===== src/rtl/ecc_dma_engine.sv =====
// Operand-transfer sequencer: streams RAM A/B words through the field ALU or an
// internal XOR/copy path into RAM C/D. Optional macro ECC_DMA_ALU_REG_EN adds an AW state.
module ecc_dma_engine #(
  parameter int DATA = 256,
  parameter int ADDR = 3,
  parameter int OPW  = 136
) (
  input  logic              clk,
  input  logic              rst_n,
  input  logic              start,
  input  logic [2:0]        op,
  input  logic [ADDR-1:0]   src_a,
  input  logic [ADDR-1:0]   src_b,
  input  logic [ADDR-1:0]   dst,
  input  logic              dst_sel,
  input  logic [ADDR:0]     len,
  output logic              busy,
  output logic              done,
  output logic              err,
  output logic [ADDR-1:0]   rd_addr_a,
  output logic [ADDR-1:0]   rd_addr_b,
  input  logic [DATA-1:0]   rd_data_a,
  input  logic [DATA-1:0]   rd_data_b,
  output logic [OPW-1:0]    alu_a,
  output logic [OPW-1:0]    alu_b,
  output logic [2:0]        alu_sel,
  input  logic [DATA-1:0]   alu_res,
  output logic              wr_en_c,
  output logic              wr_en_d,
  output logic [ADDR-1:0]   wr_addr,
  output logic [DATA-1:0]   wr_data
);
  localparam int HALF = DATA / 2;
  localparam logic [2:0] OP_MUL  = 3'b001;
  localparam logic [2:0] OP_SQR  = 3'b010;
  localparam logic [2:0] OP_XOR  = 3'b111;
  localparam logic [2:0] OP_COPY = 3'b101;

  typedef enum logic [2:0] {S_IDLE, S_RD, S_EX, S_AW, S_WR, S_DONE} state_t;
  state_t state, next;

  logic [2:0]      op_q;
  logic [ADDR-1:0] src_a_q, src_b_q, dst_q, wr_idx_q;
  logic            dst_sel_q, pass_q, err_q;
  logic [ADDR:0]   len_q, idx_q;
  logic [DATA-1:0] res_q, res_next, sqr_word;
  logic [HALF-1:0] half;
  logic            legal_in, accept, last_write, opnd_phase, cap_phase;

  assign legal_in = (op == OP_MUL) || (op == OP_SQR) || (op == OP_XOR) || (op == OP_COPY);
  assign accept   = (state == S_IDLE) && start;
  // SQR pass 0 re-reads the same word for pass 1, so it is never the last write
  assign last_write = !((op_q == OP_SQR) && !pass_q) && ((idx_q + 1'b1) == len_q);

`ifdef ECC_DMA_ALU_REG_EN
  // operands held across EX and AW; ALU result sampled at the end of AW
  assign opnd_phase = (state == S_EX) || (state == S_AW);
  assign cap_phase  = (state == S_AW);
`else
  assign opnd_phase = (state == S_EX);
  assign cap_phase  = (state == S_EX);
`endif

  always_ff @(posedge clk or negedge rst_n) begin
    if (!rst_n) state <= S_IDLE;
    else        state <= next;
  end

  always_comb begin
    next = state;
    case (state)
      S_IDLE: if (start) next = (!legal_in || len == '0) ? S_DONE : S_RD;
      S_RD:   next = S_EX;
`ifdef ECC_DMA_ALU_REG_EN
      S_EX:   next = S_AW;
`else
      S_EX:   next = S_WR;
`endif
      S_AW:   next = S_WR;
      S_WR:   next = last_write ? S_DONE : S_RD;
      S_DONE: next = S_IDLE;
      default: next = S_IDLE;
    endcase
  end

  always_ff @(posedge clk or negedge rst_n) begin
    if (!rst_n) begin
      op_q <= '0; src_a_q <= '0; src_b_q <= '0; dst_q <= '0; dst_sel_q <= 1'b0;
      len_q <= '0; idx_q <= '0; wr_idx_q <= '0; pass_q <= 1'b0; err_q <= 1'b0;
      res_q <= '0;
    end else begin
      if (accept) begin
        op_q <= op; src_a_q <= src_a; src_b_q <= src_b; dst_q <= dst;
        dst_sel_q <= dst_sel; len_q <= len; idx_q <= '0; wr_idx_q <= '0;
        pass_q <= 1'b0; err_q <= !legal_in;
      end
      if (cap_phase) res_q <= res_next;
      if (state == S_WR) begin
        wr_idx_q <= wr_idx_q + 1'b1;
        if ((op_q == OP_SQR) && !pass_q) begin
          pass_q <= 1'b1;
        end else begin
          pass_q <= 1'b0;
          idx_q  <= idx_q + 1'b1;
        end
      end
    end
  end

  assign half     = pass_q ? rd_data_a[DATA-1:HALF] : rd_data_a[HALF-1:0];
  assign sqr_word = {{(DATA-HALF){1'b0}}, half};

  always_comb begin
    alu_a = '0;
    alu_b = '0;
    if (opnd_phase) begin
      case (op_q)
        OP_MUL: begin
          alu_a = rd_data_a[OPW-1:0];
          alu_b = rd_data_b[OPW-1:0];
        end
        OP_SQR:  alu_a = sqr_word[OPW-1:0];
        default: ;
      endcase
    end
  end

  always_comb begin
    case (op_q)
      OP_XOR:  res_next = rd_data_a ^ rd_data_b;
      OP_COPY: res_next = rd_data_a;
      default: res_next = alu_res;
    endcase
  end

  assign rd_addr_a = src_a_q + idx_q[ADDR-1:0];
  assign rd_addr_b = src_b_q + idx_q[ADDR-1:0];
  assign alu_sel   = op_q;
  assign busy      = (state == S_RD) || (state == S_EX) || (state == S_AW) || (state == S_WR);
  assign done      = (state == S_DONE);
  assign err       = (state == S_DONE) && err_q;
  assign wr_en_c   = (state == S_WR) && !dst_sel_q;
  assign wr_en_d   = (state == S_WR) && dst_sel_q;
  assign wr_addr   = (state == S_WR) ? dst_q + wr_idx_q : '0;
  assign wr_data   = (state == S_WR) ? res_q : '0;
endmodule


===== config.mk =====
export PLATFORM = sky130hd
export DESIGN_NAME = ecc_dma_engine
export DESIGN_NICKNAME = d
export VERILOG_FILES = /design/src/rtl/ecc_dma_engine.sv
export SDC_FILE = /design/constraint.sdc
export NUM_CORES = 1
export LEC_CHECK = 0
export BUFFER_PORTS_ARGS = -buffer_cell sky130_fd_sc_hd__buf_2
export CORE_AREA = 2 2 512 514
export DETAILED_ROUTE_END_ITERATION = 6
export DIE_AREA = 0 0 514 516
export PLACE_DENSITY_LB_ADDON = 0.12
export RECOVER_POWER = 25
export SYNTH_ARGS = -nofsm -noshare
export SYNTH_HDL_FRONTEND = slang
export SYNTH_SLANG_ARGS = --single-unit

===== constraint.sdc =====
create_clock -name clk -period 5.6 [get_ports clk]
set_clock_uncertainty 0.1 [all_clocks]
set_input_delay 1.12 -clock clk [delete_from_list [all_inputs] [get_ports clk]]
set_output_delay 1.12 -clock clk [all_outputs]
set_load 0.02 [all_outputs]

======== Word level (Yosys, flattened, before mapping) ========
Index checks and enable logic that the tools add are counted.
word-level totals
  word-level logic and storage cells ...... 74
  input port bits ......................... 788
  flip-flop bits (word level) ............. 285
  memories ................................ 0
  memory bits (read-only) ................. 0
  latch bits .............................. 0
  output and inout bits ................... 545
  bits in writable memories ............... 0
operators by class
  mux-type cells .......................... 20
  reductions and logical operators ........ 21
  $mul .................................... 0
  $add $sub $neg .......................... 5
  shift-type cells ........................ 0
  divide/modulo/power cells ............... 0
  bitwise gates (word level) .............. 1
  equality and inequality tests ........... 15
  magnitude comparators ................... 0
operators with widths
  cell                 count
  $pmux 256 s2         1
  $mux 136             3
  $pmux 136 s2         1
  $mux 256             1
  $xor 256x256->256    1
  $mux 128             1
  $eq 3x3->1 const B   6
  $mux 3               6
  $eq 3x2->1 const B   4
  $mux 4               3
  $pmux 3 s4           1
  $add 3x3->3          3
  $eq 3x1->1 const B   3
  $logic_or 1x1->1     7
  $logic_and 1x1->1    6
  $add 4x1->4 const B  1
  $eq 4x4->1           1
  $logic_not 1->1      4
  $logic_not 4->1      1
  $add 3x1->3 const B  1
  $logic_not 3->1      1
  $mux 1               3
  $ne 2x2->1 const B   1
  $reduce_bool 2->1    1
  $reduce_or 2->1      1

======== Longest topological paths before layout ========
Gate-level depths: netlist of run 1.
  depth after elaboration ................. 9
  mapped depth ............................ 9
  gate-level depth less buffers ........... 6

======== Worst setup path before layout of run 1 ========
Ideal clock, no wire load.
  kind .................................... flip-flop to output port
  start ................................... register op_q[1], in the netlist alu_sel[1]
  end ..................................... output port alu_a[100]
  cell stages (with the launch flop) ...... 8
  required time ........................... 4380 ps
  slack ................................... 2531 ps
  arrival time ............................ 1849 ps
  buffers on the path ..................... 3
  path through ............................ dfrtp_1 > buf_2 > or3b_1 > a21oi_2 > buf_6 > buf_8 > a22oi_2 > nor2_1
on the way
  word-level cells in the longest chain between the ends .. 3
  elaborated cells on any way between the ends .. 4
  classes of those cells .................. eq/ne (2); mux (2)
ends and longest elaborated chain
  what                                             line  source
  start: declaration                               42    logic [2:0] op_q;
  start signal: assignment                         93    op_q <= op; src_a_q <= src_a; src_b_q <= src_b; dst_q <= dst;
  $eq 3x2->1 / $eq 3x1->1 (equally long branches)  117   case (op_q)
  $pmux 136 s2 *                                   117
  $mux 136 *                                       116   if (opnd_phase) begin
  end: declaration                                 24    output logic [OPW-1:0] alu_a,
Mark *: on every way between the ends. The rest lies on a longest branch, timed or not.

======== Worst setup path in the final report of run 1 ========
  start ................................... register op_q[1], in the netlist alu_sel[1]
  end ..................................... output port alu_a[122]
Same word-level chain as after synthesis.

==> results.py, run 1 <==
metrics = {
    "clock_network": {
        "htree_num_levels": 2,
        "hold_buffers": 0,
        "clk_pin_slew_ns": 0.06,
        "cts_root_buf": "clkbuf_16",
        "cts_resized": 0,
        "clkSinkCount": 285,
        "cts_setup_buffers": 0,
        "clockBufferDepth": 3,
        "clk_latency_ns": 0.63,
        "cts_buffers": 47,
        "cts_tree": "yes",
    },
    "layout": {
        "layout_common_cells": "buf_2 (1331), nand2_1 (567), and2_1 (405), nor2_1 (383), dfrtp_1 (284)",
        "fillers": 30400,
        "layout-drive-gt1-share_pct": 38.6,
        "multi_input_area_sq_um": 13000,
        "final_net_count": 4843,
        "final-seq-area_sq_um": 7140,
        "mostFrequentLayoutCell": "buf_2",
        "final_util_pct": 12.9,
        "area_growth_pct": 57.0,
    },
    "yosys": {
        "synth_flop_cell": "dfrtp_1",
        "synthArstFlopShare_pct": 100,
        "syn_area_sq_um": 21300,
        "synth_edf_count": 0,
        "synth-seq-cells": 285,
        "ys_seq_area_share_pct": 33.6,
        "synth_cell_types": 43,
        "syn_nets": 3643,
        "syn_avg_cell_area_sq_um": 7.47,
        "netlist_instances": 2847,
        "ys_warn_count": 0,
    },
    "place": {
        "io_buffers": 1332,
        "hpwlAfterDp_um": 159000,
        "dp_slack_ns": 1.45,
        "gp_congestion": 0.876,
    },
    "timing": {
        "fmax_mhz": 213,
        "rsz0062_at_grt": "no",
        "hold_viol": 0,
        "setup_tns_ns": 0,
        "finalMaxSlewViolations": 46,
        "post-route-min-period_ns": 4.69,
        "worst_slack_ns": 0.911,
        "fin_crit_sh_pct": 83.7,
        "tightestPinTransition_ns": 3.96,
        "finalSetupViolations": 0,
        "maxSlewHeadroom_pct": -164,
    },
    "worst_setup_path": {
        "worstSetupPathDepth": 7,
        "cp_common_cell": "buf_4",
        "path_delay_family": "buffers and inverters",
        "arrival_ns": 3.47,
        "crit_chain": "buf_4, nor4bb_4, buf_12, buf_4, a22oi_1, nor2_1, buf_2",
        "critPathSlowestCell": "buf_4",
        "rr_startpoint": "state[2]$_DFFE_PN0P_",
        "slowest_delay_ns": 0.48,
        "crit_path_end_kind": "output port",
        "worstSetupStartpointType": "flop",
        "path_class": "flop to output port",
        "crit_required_ns": 4.38,
        "worst-path-buf-inv": 4,
        "worstPathMaxFanout": 36,
        "r2r_cells": 5,
        "crit_start": "alu_sel[1]$_DFFE_PN0P_",
    },
    "die": {
        "die_h_um": 516,
        "fp.dieW_um": 514,
        "core_area_sq_um": 259000,
        "num_io_pins": 1333,
        "rows": 187,
        "die_area_sq_um": 265000,
        "initial_core_util_pct": 8.20,
    },
    "pwr": {
        "netSwitchingFraction_pct": 49.9,
        "peakVddDrop_mv": 0.225,
        "p_leak_nw": 15.8,
        "p_clk_share_pct": 21.2,
        "total_power_w": 0.0149,
        "power_density_nw_per_um2": 446,
        "internal_power_w": 0.00747,
        "switchingPower_w": 0.00742,
        "share_seq_of_total_power_pct": 24.6,
        "p_comb_share_pct": 54.3,
    },
    "run": {
        "cap_violations": 1,
    },
    "hold_path": {
        "whs_path_depth": 2,
        "hold_path.class": "flop to flop",
        "hold_path.startpoint": "res_q[190]$_DFFE_PN0P_",
    },
    "routing": {
        "drcViolationCount": 0,
        "drt-total-wl_um": 188000,
        "drtIter0Drc": 1214,
        "vias_per_cell": 3.28,
        "wl_per_cell_um": 25.1,
        "dr.pass1.iters": 5,
        "ant_nets": 0,
        "num_vias": 24700,
    },
    "global_routing": {
        "grt_pass1_vias": 25500,
        "grt_pass1_wl_um": 244000,
        "grt.overflow.total": 0,
        "grt_usage_pct": 13.6,
        "antenna_found_initial": 105,
        "grt_max_degree": 115,
    },
    "run_status": {
        "violations": "capacitance limit, slew limit",
        "status": "finished with violations",
    },
}
registers in the layout, indices dropped and copies added, names as in the netlist:
signal,count
res_q,256
state,3
alu_sel,3
idx_q,4
src_a_q,3
dst_sel_q,1
len_q,4
src_b_q,3
pass_q,1
dst_q,3
wr_idx_q,3
err_q,1
worst register-to-register path, delay by kind of cell, from the launching register on:
family	cells	cell delay (ns)
compound gates	1	0.28
flops	1	0.56
simple gates	2	0.66
buf+inv	2	1.19
per-stage QoR:
| stage | area (sq um) | hold WS [ns] | cells |
|---|---|---|---|
| 2_1_floorplan | 21300 | 0.342 | 2847 |
| 3_3_place_gp | 31700 | 0.354 | 7399 |
| 3_5_place_dp | 31700 | 0.362 | 7400 |
| 4_1_cts | 33300 | 0.274 | 7485 |
| 5_1_grt | 33300 | 0.388 | 7498 |
| 6_report | 33400 | 0.368 | 7516 |
layout make-up:
| cell class | instances | share of cell area [%] |
|---|---|---|
| multi-input combinational | 2320 | 38.9 |
| timing repair buffer | 1385 | 21.8 |
| sequential | 285 | 21.4 |
| tap | 3402 | 12.8 |
| clock buffer | 75 | 4.47 |
| clock inverter | 10 | 0.345 |
| antenna | 31 | 0.232 |
| inverter | 8 | 0.0900 |
kinds of logic after synthesis:
| logic type | after synthesis | synth area share (%) |
|---|---|---|
| muxes | 2 | 0.100 |
| and+or+nand+nor | 1382 | 29.6 |
| AOI/OAI and AO/OA | 659 | 19.5 |
| buffers and inverters | 242 | 5.57 |
| adders and majority gates | 8 | 0.577 |
| xor gates and xnor gates | 269 | 11.1 |
| DFF | 285 | 33.6 |
power groups by stage:
stage,registers (W),clock network [W],logic [W]
2_1_floorplan,0.00345,0,0.00506
3_3_place_gp,0.00369,0,0.00838
3_5_place_dp,0.00371,0,0.00842
4_1_cts,0.00368,0.00335,0.00844
5_1_grt,0.00381,0.00340,0.00905
6_report,0.00366,0.00315,0.00808
Yosys cell counts, types with 5 or more instances:
library cell / number / share of area (%)
a22oi_1: 28 / 0.99
a22oi_2: 100 / 5.9
buf_8: 9 / 0.64
a21oi_1: 260 / 6.1
buf_2: 92 / 2.2
xnor2_1: 8 / 0.33
ha_1: 5 / 0.29
dfrtp_1: 285 / 34
nor2_1: 383 / 6.8
inv_1: 8 / 0.14
xor2_1: 261 / 11
nand2_1: 568 / 10
and2_1: 405 / 12
clkbuf_2: 6 / 0.14
buf_6: 5 / 0.26
clkbuf_1: 117 / 2.1
nor2_2: 10 / 0.29
o21ai_0: 263 / 6.2
routing by layer:
metal	wire, um	global-route usage (%)	vias to the layer above	part of all wire, %
li1	-	-	11700	-
met1	76900	16.0	11700	41
met2	90600	23.5	1072	48
met3	16100	4.63	230	8.5
met4	4540	3.20	52	2.4
met5	340	0	-	0.18
final timing paths:
kind	endpoint	slack (ns)
max	alu_a[122]	0.91
min	res_q[190]$_DFFE_PN0P_	0.37
max reg2reg	res_q[25]$_DFFE_PN0P_	2.66
min reg2reg	res_q[190]$_DFFE_PN0P_	0.37
max in group asynchronous	res_q[94]$_DFFE_PN0P_	1.33
min in group asynchronous	res_q[152]$_DFFE_PN0P_	1.77
Power figures use the tool's default switching activity.
==> inputs of run 2 (changes only) <==
clock period = 4.2 ns   (was 5.6 ns; I/O delays follow)
==> results.py, run 2 (synthesis gave the netlist of run 1 again) <==
metrics = {
    "run_status": {
        "status": "finished with violations",
        "violations": "capacitance limit, slew limit",
    },
    "worst_setup_path": {
        "cp_common_cell": "buf_12",
        "slowest_delay_ns": 0.48,
        "critPathSlowestCell": "dfrtp_1",
        "path_class": "flop to output port",
        "crit_required_ns": 3.26,
        "worstPathMaxFanout": 35,
        "r2r_cells": 7,
        "arrival_ns": 3.05,
        "crit_path_end_kind": "output port",
        "crit_chain": "or3b_1, a21oi_4, buf_12, buf_12, a22oi_1, nor2_1, buf_2",
        "worstSetupStartpointType": "flop",
    },
    "timing": {
        "fmax_mhz": 250,
        "hold_viol": 0,
        "setup_tns_ns": 0,
        "post-route-min-period_ns": 3.99,
        "finalSetupViolations": 0,
        "tightestPinTransition_ns": 2.88,
        "finalMaxSlewViolations": 72,
        "rsz0062_at_grt": "no",
        "fin_crit_sh_pct": 95.1,
        "maxSlewHeadroom_pct": -92.0,
    },
    "die": {
        "fp.dieW_um": 514,
        "rows": 187,
        "initial_core_util_pct": 8.20,
        "core_area_sq_um": 259000,
        "num_io_pins": 1333,
        "die_area_sq_um": 265000,
        "die_h_um": 516,
    },
    "routing": {
        "num_vias": 24900,
        "drt-total-wl_um": 188000,
        "drcViolationCount": 0,
        "vias_per_cell": 3.30,
        "wl_per_cell_um": 25.0,
        "ant_nets": 0,
        "dr.pass1.iters": 5,
        "drtIter0Drc": 1254,
    },
    "pwr": {
        "p_leak_nw": 15.9,
        "peakVddDrop_mv": 0.352,
        "power_density_nw_per_um2": 598,
    },
    "place": {
        "hpwlAfterDp_um": 160000,
        "gp_congestion": 0.851,
        "place_area_sq_um": 31900,
        "io_buffers": 1332,
    },
    "clock_network": {
        "hold_buffers": 0,
        "cts_tree": "yes",
        "cts_resized": 0,
        "clockBufferDepth": 3,
        "clkSinkCount": 285,
        "clk_pin_slew_ns": 0.06,
        "cts_root_buf": "clkbuf_16",
        "clk_latency_ns": 0.64,
        "cts_buffers": 46,
        "htree_num_levels": 2,
        "cts_setup_buffers": 0,
    },
    "layout": {
        "largest_reg_flops": 256,
        "mostFrequentLayoutCell": "buf_2",
        "largest-register": "res_q",
        "largestRegisters": "res_q x256, idx_q x4, len_q x4",
        "layout-drive-gt1-share_pct": 38.8,
        "final_net_count": 4861,
        "layout_common_cells": "buf_2 (1331), nand2_1 (567), and2_1 (405), nor2_1 (383), dfrtp_1 (284)",
        "area_growth_pct": 57.4,
        "multi_input_area_sq_um": 13000,
        "fillers": 30500,
        "post-route-cell-area_sq_um": 33500,
        "final-seq-area_sq_um": 7140,
    },
    "hold_path": {
        "hold_path.class": "primary input to flop",
        "whs_path_depth": 3,
    },
    "global_routing": {
        "antenna_found_initial": 124,
        "grt_max_degree": 137,
        "grt.overflow.total": 0,
        "grt_pass1_wl_um": 243000,
        "grt_pass1_vias": 25400,
        "grt_usage_pct": 13.6,
    },
    "run": {
        "cap_violations": 1,
    },
}
## run 2: changes by cell type in the layout (fill, tap and decap cells not counted), sizes merged
cell	before	now
bufinv	2	4
buf	1379	1392
clkbuf	81	76
clkinv	7	11
inv	9	10
clkinvlp	0	2
diode	31	33
## run 2: report_power, final
group	total [W]	switching, W	internal [W]
clock	0.00413	0.00170	0.00243
combinational	0.0107	0.00733	0.00338
sequential	0.00517	0.00107	0.00410
## run 2: final timing paths
kind                                         from                endpoint  slack (ns)
max reg2reg                alu_sel[1]$_DFFE_PN0P_  res_q[237]$_DFFE_PN0P_        1.41
min                                        dst[1]    dst_q[1]$_DFFE_PN0P_        0.29
min reg2reg                res_q[189]$_DFFE_PN0P_  res_q[189]$_DFFE_PN0P_        0.37
min in group asynchronous                   rst_n  res_q[149]$_DFFE_PN0P_        1.02
max                        alu_sel[0]$_DFFE_PN0P_                alu_a[2]        0.21
max in group asynchronous                   rst_n  res_q[217]$_DFFE_PN0P_        0.67
## run 2: per-layer routing
metal	wire length [um]	global-route usage, %	vias to the layer above	part of all wire, %
met4	5670	3.46	64	3.0
met3	15200	4.56	266	8.1
met2	89600	23.4	1140	48
met5	408	0	-	0.22
li1	-	-	11700	-
met1	77400	16.0	11700	41
## run 2: final cells by class
cell class	count	share of cell area, %
antenna	33	0.247
clock buffer	64	3.94
clock inverter	19	0.666
inverter	8	0.0897
multi-input combinational	2320	38.8
sequential	285	21.3
tap	3402	12.7
timing repair buffer	1404	22.2
## run 2: worst max-delay path: cells and delay by family, from the launching register on
family | cells | cell delay (ns)
AND/OR/NAND/NOR | 2 | 0.74
flip-flops | 1 | 0.48
buffers and inverters | 3 | 0.87
AO/OA/AOI/OAI | 2 | 0.30
## run 2: through the flow
stage	std cells	power (W)	worst slack [ns]	utilization, %	hold slack (ns)
final	7535	0.0200	0.207	12.9	0.290
after detailed placement	7419	0.0164	0.762	12.3	0.363
after floorplan	2847	0.0113	1.41	-	0.342
after CTS	7502	0.0207	0.00835	12.9	0.153
after global routing	7513	0.0218	0.0558	12.9	0.250
after global placement	7419	0.0163	0.727	12.3	0.355
==> inputs of run 3 (changes only) <==
PLACE_DENSITY_LB_ADDON = 0.1   (was 0.12)
==> results.py, run 3 (synthesis gave the netlist of run 1 again) <==
metrics = {
    "run_status": {
        "status": "finished with violations",
        "violations": "capacitance limit, slew limit",
    },
    "worst_setup_path": {
        "arrival_ns": 3.10,
        "crit_path_end_kind": "output port",
        "worstSetupStartpointType": "flop",
        "rr_startpoint": "alu_sel[2]$_DFFE_PN0P_",
        "path_class": "flop to output port",
        "crit_start": "alu_sel[0]$_DFFE_PN0P_",
        "crit_required_ns": 3.26,
        "worstPathMaxFanout": 29,
    },
    "global_routing": {
        "grt_usage_pct": 13.4,
        "grt.overflow.total": 0,
        "grt_pass1_vias": 25600,
        "grt_pass1_wl_um": 242000,
        "grt_max_degree": 102,
        "antenna_found_initial": 112,
    },
    "routing": {
        "dr.pass1.iters": 5,
        "ant_nets": 0,
        "drcViolationCount": 0,
        "vias_per_cell": 3.24,
        "num_vias": 24500,
        "drtIter0Drc": 1076,
        "drt-total-wl_um": 186000,
        "wl_per_cell_um": 24.6,
    },
    "timing": {
        "post-route-min-period_ns": 4.04,
        "maxSlewHeadroom_pct": -73.8,
        "fin_crit_sh_pct": 96.1,
        "rsz0062_at_grt": "no",
        "finalSetupViolations": 0,
        "hold_viol": 0,
        "tightestPinTransition_ns": 2.61,
        "setup_tns_ns": 0,
        "fmax_mhz": 248,
        "finalMaxSlewViolations": 73,
    },
    "hold_path": {
        "hold_path.class": "primary input to flop",
        "hold_path.startpoint": "dst[2]",
    },
    "layout": {
        "area_growth_pct": 57.7,
        "fillers": 30400,
        "final_net_count": 4869,
        "largest_reg_flops": 256,
        "mostFrequentLayoutCell": "buf_2",
        "largest-register": "res_q",
        "post-route-cell-area_sq_um": 33500,
        "largestRegisters": "res_q x256, idx_q x4, len_q x4",
        "layout_common_cells": "buf_2 (1331), nand2_1 (567), and2_1 (405), nor2_1 (382), dfrtp_1 (284)",
        "layout-drive-gt1-share_pct": 38.8,
    },
    "clock_network": {
        "hold_buffers": 0,
        "cts_root_buf": "clkbuf_16",
        "cts_setup_buffers": 0,
        "htree_num_levels": 2,
        "cts_buffers": 45,
        "clockBufferDepth": 3,
        "cts_tree": "yes",
        "clk_latency_ns": 0.65,
        "clkSinkCount": 285,
        "cts_resized": 1,
        "clk_pin_slew_ns": 0.06,
    },
    "pwr": {
        "peakVddDrop_mv": 0.400,
        "p_leak_nw": 15.9,
        "power_density_nw_per_um2": 592,
    },
    "die": {
        "core_area_sq_um": 259000,
        "rows": 187,
        "initial_core_util_pct": 8.20,
        "die_h_um": 516,
        "num_io_pins": 1333,
        "die_area_sq_um": 265000,
        "fp.dieW_um": 514,
    },
    "place": {
        "io_buffers": 1332,
        "gp_congestion": 0.857,
        "place_area_sq_um": 32000,
        "hpwlAfterDp_um": 158000,
    },
    "run": {
        "cap_violations": 1,
    },
}
[run 3: where the power goes]
group	switching, W	internal [W]	total [W]
Clock	0.00167	0.00240	0.00406
Combinational	0.00730	0.00341	0.0107
Sequential	0.000950	0.00411	0.00506
Total	0.00992	0.00992	0.0198
[run 3: worst paths after layout]
check	to	cells after the start	slack [ns]
worst max-delay path	alu_a[125]	6	0.16
max in group asynchronous	res_q[69]$_DFFE_PN0P_	2	0.60
min in group asynchronous	res_q[135]$_DFFE_PN0P_	1	0.85
worst min register to register	res_q[138]$_DFFE_PN0P_	2	0.37
worst min-delay path	dst_q[2]$_DFFE_PN0P_	3	0.28
worst max register to register	res_q[0]$_DFFE_PN0P_	6	1.32
[run 3: through the flow]
step / power, W / hold slack [ns] / util [%] / instances / worst slack (ns)
3_5_place_dp: 0.0163 / 0.362 / 12.3 / 7429 / 0.653
3_3_place_gp: 0.0163 / 0.356 / 12.3 / 7429 / 0.647
5_1_grt: 0.0217 / 0.239 / 12.9 / 7528 / 0.00674
4_1_cts: 0.0206 / 0.0880 / 12.9 / 7508 / 0.0666
6_report: 0.0198 / 0.282 / 12.9 / 7542 / 0.165
2_1_floorplan: 0.0113 / 0.342 / - / 2847 / 1.41
[run 3: per-layer routing]
metal  GRT usage [%]  routed length [um]  up-vias
met5               0                 327        -
met3            4.03               13500      255
met2            23.5               91200     1035
met4            3.81                5030       52
met1            15.7               75500    11400
li1                -                   -    11700
[run 3: cell type report]
class / count / area [sq um] / area share [%]
Clock inverter: 11 / 178 / 0.530
Clock buffer: 69 / 1350 / 4.02
Inverter: 8 / 30.0 / 0.0896
Sequential cell: 285 / 7140 / 21.3
Antenna cell: 34 / 85.1 / 0.254
Tap cell: 3402 / 4260 / 12.7
Timing Repair Buffer: 1413 / 7490 / 22.4
Multi-Input combinational cell: 2320 / 13000 / 38.8
[run 3: critical path, cell delays in order, from the launching register on]
cell,delay (ns)
dfrtp_1,0.48
or3b_1,0.46
a21oi_4,0.25
buf_4,0.44
a22oi_1,0.12
nor2_1,0.36
buf_2,0.25
